--- config.mk ---
export PLATFORM = sky130hd
export DESIGN_NAME = dec_5_to_32_seq
export DESIGN_NICKNAME = d
export VERILOG_FILES = /design/src/rtl/dec_5_to_32_seq.sv
export SDC_FILE = /design/constraint.sdc
export NUM_CORES = 1
export LEC_CHECK = 0
export CAP_MARGIN = 20
export CORE_UTILIZATION = 37
export CTS_CLUSTER_DIAMETER = 50
export DETAILED_ROUTE_END_ITERATION = 16
export PLACE_DENSITY = 0.69
export RECOVER_POWER = 100
export SLEW_MARGIN = 25
export SYNTH_ARGS = -nofsm -noshare
export SYNTH_HDL_FRONTEND = slang
export SYNTH_SLANG_ARGS = --single-unit
--- constraint.sdc ---
create_clock -name clock -period 2.3 [get_ports clock]
set_input_delay 0.46 -clock clock [delete_from_list [all_inputs] [get_ports clock]]
set_output_delay 0.46 -clock clock [all_outputs]
set_load 0.01 [all_outputs]
--- src/rtl/dec_5_to_32_seq.sv ---
// dec_5_to_32_seq: sequenced one-hot register-select decoder.
// Starting at base_idx, it drives one one-hot select per clock for len+1 consecutive registers.
// The index wraps modulo 2**IDX_W.
// Ports:
//   clock     rising-edge clock
//   clear     asynchronous active-low reset
//   start     sweep request (accepted in IDLE or in the final beat)
//   base_idx  first register index of the sweep
//   len       beats minus one
//   hold      freezes an active sweep
//   dir       (only with DEC_REVERSE_EN) 1 = descending sweep
//   busy      high for every beat of a sweep
//   dec_valid high when dec_out carries a select
//   dec_out   one-hot select, zero when not valid
//   dec_idx   index currently driven
//   done      high during the final beat
// Macro DEC_REVERSE_EN adds the dir input for descending sweeps.
module dec_5_to_32_seq #(
  parameter int IDX_W = 5,
  parameter int OUT_W = 32
) (
  input  logic             clock,
  input  logic             clear,
  input  logic             start,
  input  logic [IDX_W-1:0] base_idx,
  input  logic [IDX_W-1:0] len,
  input  logic             hold,
`ifdef DEC_REVERSE_EN
  input  logic             dir,
`endif
  output logic             busy,
  output logic             dec_valid,
  output logic [OUT_W-1:0] dec_out,
  output logic [IDX_W-1:0] dec_idx,
  output logic             done
);
  typedef enum logic {IDLE, RUN} state_t;
  state_t           state_q, state_d;
  logic [IDX_W-1:0] idx_q, idx_d, rem_q, rem_d;
  logic             dir_q, dir_d, dir_in;
  logic [OUT_W-1:0] out_q, out_d;
  logic             done_q, done_d;
`ifdef DEC_REVERSE_EN
  assign dir_in = dir;
`else
  assign dir_in = 1'b0;
`endif
  always_ff @(posedge clock or negedge clear) begin
    if (!clear) begin
      state_q <= IDLE;
      idx_q   <= '0;
      rem_q   <= '0;
      dir_q   <= 1'b0;
      out_q   <= '0;
      done_q  <= 1'b0;
    end else begin
      state_q <= state_d;
      idx_q   <= idx_d;
      rem_q   <= rem_d;
      dir_q   <= dir_d;
      out_q   <= out_d;
      done_q  <= done_d;
    end
  end
  // A new request is accepted from IDLE or at an unstalled final beat; hold is ignored in IDLE.
  always_comb begin
    state_d = state_q;
    idx_d   = idx_q;
    rem_d   = rem_q;
    dir_d   = dir_q;
    if (state_q == IDLE || (!hold && rem_q == '0)) begin
      state_d = start ? RUN : IDLE;
      idx_d   = start ? base_idx : '0;
      rem_d   = start ? len : '0;
      dir_d   = start ? dir_in : 1'b0;
    end else if (!hold) begin
      idx_d = dir_q ? idx_q - IDX_W'(1) : idx_q + IDX_W'(1);
      rem_d = rem_q - IDX_W'(1);
    end
  end
  // The decoded select and done flag are precomputed from next state so every output comes straight from a flop.
  always_comb begin
    out_d  = (state_d == RUN) ? OUT_W'(1) << idx_d : '0;
    done_d = (state_d == RUN) && (rem_d == '0);
  end
  assign busy      = (state_q == RUN);
  assign dec_valid = (state_q == RUN);
  assign dec_out   = out_q;
  assign dec_idx   = idx_q;
  assign done      = done_q;
endmodule

## After elaboration in Yosys (flattened, before gate mapping)

Index checks and enable logic that the tools add are counted.

| storage, ports and cells | value |
|---|---|
| register bits after elaboration | 44 |
| logic and storage cells | 24 |

| cells by class | value |
|---|---|
| bitwise logic cells | 1 |
| shift-type cells | 1 |
| add/subtract/negate cells | 2 |
| multiplexer cells | 9 |
| reduce and logical (&&, ||, !) cells | 6 |

Operators with widths:

| cell | number |
|---|---|
| 2-to-1 mux 32 bit | 1 |
| << shifter 1 x 5 -> 32 bit, first input constant | 1 |
| 2-to-1 mux 5 bit | 6 |
| logical NOT 5 bit | 2 |
| adder 5 x 1 -> 5 bit, second input constant | 1 |
| subtractor 5 x 1 -> 5 bit, second input constant | 1 |
| logical AND 1 bit | 2 |
| 2-to-1 mux 1 bit | 2 |
| logical NOT 1 bit | 1 |
| logical OR 1 bit | 1 |
| inverter 1 bit | 1 |

## Depth between registers and ports, before layout

| depth | value |
|---|---|
| depth after elaboration | 6 |
| gate-level depth with buffers | 9 |
| gate-level depth less buffers | 7 |

## Worst setup path after synthesis

OpenSTA, ideal clock, no wires.

| path | value |
|---|---|
| kind | register to register |
| from | register rem_q[0] |
| to | register out_q[31] (netlist: dec_out[31]) |
| clock period less this slack | 1.995 ns |
| cell stages (with the launch flop) | 10 |
| arrival time | 1.865 ns |
| required time | 2.170 ns |
| buffers on the path | 2 |
| slack | 0.305 ns |
| setup time | 0.130 ns |
| cells stage by stage | dfrtp_1 -> inv_1 -> ha_1 -> or4b_4 -> o21a_1 -> buf_6 -> buf_6 -> nand3_1 -> o21a_1 -> nor2_1 |

| between the ends | value |
|---|---|
| cells in the longest elaborated chain, start to end | 6 |

RTL lines:

| element | RTL line | RTL |
|---|---|---|
| from (decl) | 39 | `logic [IDX_W-1:0] idx_q, idx_d, rem_q, rem_d;` |
| from (signal assigned) | 59 | `rem_q <= rem_d;` |
| logical NOT 5 bit * | 71 | `if (state_q == IDLE \|\| (!hold && rem_q == '0)) begin` |
| logical AND 1 bit * | 71 |  |
| logical OR 1 bit * | 71 |  |
| 2-to-1 mux 5 bit | 71 |  |
| << shifter 1 x 5 -> 32 bit | 83 | `out_d = (state_d == RUN) ? OUT_W'(1) << idx_d : '0;` |
| 2-to-1 mux 32 bit * | 83 |  |
| net out_d[31] | 41 | `logic [OUT_W-1:0] out_q, out_d;` |
| to (signal assigned) | 61 | `out_q <= out_d;` |
| to (decl) | 41 |  |

Mark *: on every way through the listed nets, which the timed path passes. The rest lies on a longest branch.

## Final worst setup path

| path | value |
|---|---|
| from | register rem_q[0] |
| to | register out_q[26] (netlist: dec_out[26]) |

Same word-level chain as after synthesis.

==> results.md <==
Timing:
- The transition time at the pin with the least slew margin is around 1.0 ns.
- The number of endpoints with negative hold slack in the final report is 0.
- The post-route worst setup slack is 0.198 ns.
- The total of endpoints with negative setup slack in the final report is 0.
- The worst path in the final design needs a cycle of around 2.1 ns, including I/O delays and setup.
- The highest clock frequency the design can meet is 0.476 GHz.
- The worst path uses ~91% of the clock period.
- The final total negative setup slack is 0 ns.
- The final count of pins violating max slew was 0.
- The post-route worst hold slack is 0.424 ns.
- Headroom to the max-slew limit came out at 30.6%.
- Between clock sinks in the finished design, the worst skew comes to 0.00907 ns.
- Setup repair after global routing left no endpoint under its margin.

Routing:
- The total wire length after detailed routing is 4290 µm.
- Dividing the detail-routed wire length by the instance count gives 13.1 µm.
- Across all layers, the routed design uses ~1.6k vias.
- In the routed design, unresolved DRC markers number 0.
- In this run the remaining antenna-violating nets after routing total 0.
- In the routed layout, each cell is associated on average with a via count of 4.88.
- After the first detailed-routing iteration, the DRC count stood at 72.
- The length of the first detailed-routing pass in iterations is 4.

Critical path:
- At the worst endpoint, the arrival time is 2.32 ns.
- STA puts the critical path data required time at 2.52 ns.
- The worst reg-to-reg setup slack is a little under 0.2 ns.
- Walking the worst path, the cells encountered are inv_1, ha_1, or4b_4, o21a_1, buf_12, o32a_4, nor2_1.
- Of all nets on the critical path, the largest fanout is 18.
- The number of buffers and inverters on the critical path is 2.
- The critical path class is reg -> reg.
- STA classifies the critical path endpoint as a flip-flop.
- STA classifies the critical path startpoint as a flip-flop.
- The cell type of the slowest stage on the worst timing path is sky130_fd_sc_hd__or4b_4.
- For this run, the slowest stage of the critical path takes 0.47 ns.
- Among cell families on the critical path, the largest total delay comes from compound AO/OA/AOI/OAI gates.

Pwr:
- The leakage power total is 1.31 nW.
- The maximum resistive drop on vdd is 0.000458 V.
- Of the total power, the share spent switching nets is 35.6%.
- Summed over all nets, the switching power comes to 1.19 mW.
- Of the total power, registers draw 33.6%.
- In this run the power density over the cells is 1190 nW/µm².
- The combinational share of power is 46.1%.
- The clock network is responsible for 20.3% of the overall power.
- Cell internal power was estimated by the tool at approximately 2.2 mW.
- The overall power after layout is 3.34 mW.

Clock tree:
- The number of hold buffers added after CTS is 0.
- The root buffer selected by CTS is sky130_fd_sc_hd__clkbuf_8.
- The later pin in the worst-skew pair is clocked with a latency of 0.29 ns.
- The number of clock sinks is 44.
- The clock passes through at most 2 buffers.
- TritonCTS built the clock tree.
- The H-tree depth reported by CTS is 2.
- The register clock-pin slew on the reported worst setup and hold paths is 0.08 ns.
- TritonCTS created 5 clock buffers.

Finish:
- The library cell used most frequently in the layout, excluding fill and tap cells, is sky130_fd_sc_hd__dfrtp_1.
- The library cells used most frequently in the layout, excluding fill and tap cells, are sky130_fd_sc_hd__dfrtp_1, sky130_fd_sc_hd__dlygate4sd3_1, sky130_fd_sc_hd__nor2_1.
- The number of diodes is 0.
- The utilization after layout is 54.9%.
- The final standard cell count with taps included and fillers excluded is about 330.
- The number of nets in the finished design is roughly 280.
- In the final layout, the share of cells above drive strength 1 is ~14%.
- The finished cells cover about 2800 µm².
- Compared with the post-synthesis result, the final layout area differs by 43.0%.

Synth:
- Counting flops with an async set or reset pin after synthesis yields a share of 100%.
- The gate count of the mapped netlist is roughly 190.
- The sequential-to-total area share from yosys stat is 56.1%.
- The Yosys step of the flow raised 0 warnings.
- The most used flip-flop cell after synthesis is sky130_fd_sc_hd__dfrtp_1.
- The net count of the mapped netlist is about 200.
- The count of state elements after synthesis is 44.
- The synthesized area divided by synthesized cell count is about 10 µm².
- The number of different library cells in the post-synthesis netlist is 40.
- The mapped netlist covers 1960 µm².
- The number of synthesized flops with an enable pin is 0.

Place:
- Summed over all nets, the half-perimeter wirelength after detailed placement is 3190 µm.
- The worst setup timing slack at the placement stage is -0.0727 ns.
- The placed instance area is 2690 µm².
- The number of buffers inserted by port buffering is 53.
- The count of placed standard cells including taps is 321.
- The last weighted congestion value of the routability-driven placer is 0.821.

GRT:
- The number of antenna violations at the first check in global routing is 0.
- The residual overflow from global routing is 0.
- In the global route stage, overall resource usage came out at 17.3%.
- The via count of the first global-routing pass is 1527.
- Entering global routing, the biggest net connects 45 pins.
- The global-route wire length before repair is between 7000 and 8000 µm.

Status:
- The run finished with clean final reports.

Floorplanning:
- The die outline width is 74.8 µm.
- The total core area is slightly above 5000 µm².
- In this run the count of I/O pins placed on the die edge is 54.
- The die outline area is 5600 µm².
- After floorplanning, the core was divided into 26 placement rows.
- The floorplan step set the die height to between 70 and 80 µm.
- The starting density of the core is between 30% and 40%.

Min path:
- The worst hold-check path type is in -> async.

Flow run:
- The tool flagged a number of max-cap violations equal to 0.
[timing repair]
action,4_1_cts,5_1_grt
setup endpoints to repair,0,3
gates resized for setup,0,2
setup buffers,0,0
endpoints found under the hold margin,0,0
[layer usage]
layer	vias to the layer above	global-route usage, %	share of wire (%)
li1	786	-	-
met1	755	22.5	45
met4	0	6.08	1.4
met3	8	4.69	5.4
met5	-	0	0
met2	52	27.8	48
[final cells by class]
cell class,instances,area (µm²)
fill,450,2300
sequential,44,1100
multi-input combinational,130,788
timing repair buffer,74,688
tap,70,87.6
clock buffer,5,68.8
clock inverter,2,60.1
inverter,3,11.3
[cell families after synthesis]
group,Yosys count,synth area share (%)
and+or+nand+nor,85,21.2
xor gates and xnor gates,8,3.57
muxes,1,0.510
AOI/OAI and AO/OA,33,12.7
DFF,44,56.1
adders and majority gates,3,1.91
buffers and inverters,13,4.02
[final timing paths]
check | start | end | depth (start not counted)
setup / recovery | rem_q[0] | dec_out[26] | 7
hold / removal | clear | dec_out[11] | 2
setup reg to reg | rem_q[0] | dec_out[26] | 7
hold reg to reg | rem_q[1] | rem_q[1] | 2
max in group asynchronous | clear | dec_out[14] | 2
min in group clock | rem_q[1] | rem_q[1] | 2
[state kept, by name, summed over array words and instances, names as in the netlist]
name and cells:
dec_out 32, dec_idx 5, rem_q 5, busy 1, done 1
[cell usage after synthesis (all sizes together), types with 2 or more instances]
master  number  area share (%)
nor4         3            0.96
nor2b        3            0.96
nor2        38             7.3
buf          5             2.5
dfrtp       44              56
nor3         4             1.0
clkbuf       5            0.96
o21a         2            0.77
a31oi        5             1.9
nand4b       2            0.89
and3         2            0.64
o21ai       10             3.1
xnor2        7             3.1
nand2b       4             1.3
nor3b        2             1.0
ha           3             1.9
a21oi        6             1.7
o32a         3             2.2
nand2       12             2.3
a32oi        2            0.89
nand3       10             2.6
inv          3            0.57
[power by group through the flow]
| stage | Combinational, mW | Clock, mW | Sequential (mW) |
|---|---|---|---|
| floorplan | 0.782 | 0 | 1.20 |
| global placement | 1.59 | 0 | 1.15 |
| detailed placement | 1.61 | 0 | 1.15 |
| CTS | 1.62 | 0.693 | 1.14 |
| global route | 1.73 | 0.726 | 1.16 |
| finish | 1.54 | 0.677 | 1.12 |
No activity file was read; power rests on OpenSTA's default activity.
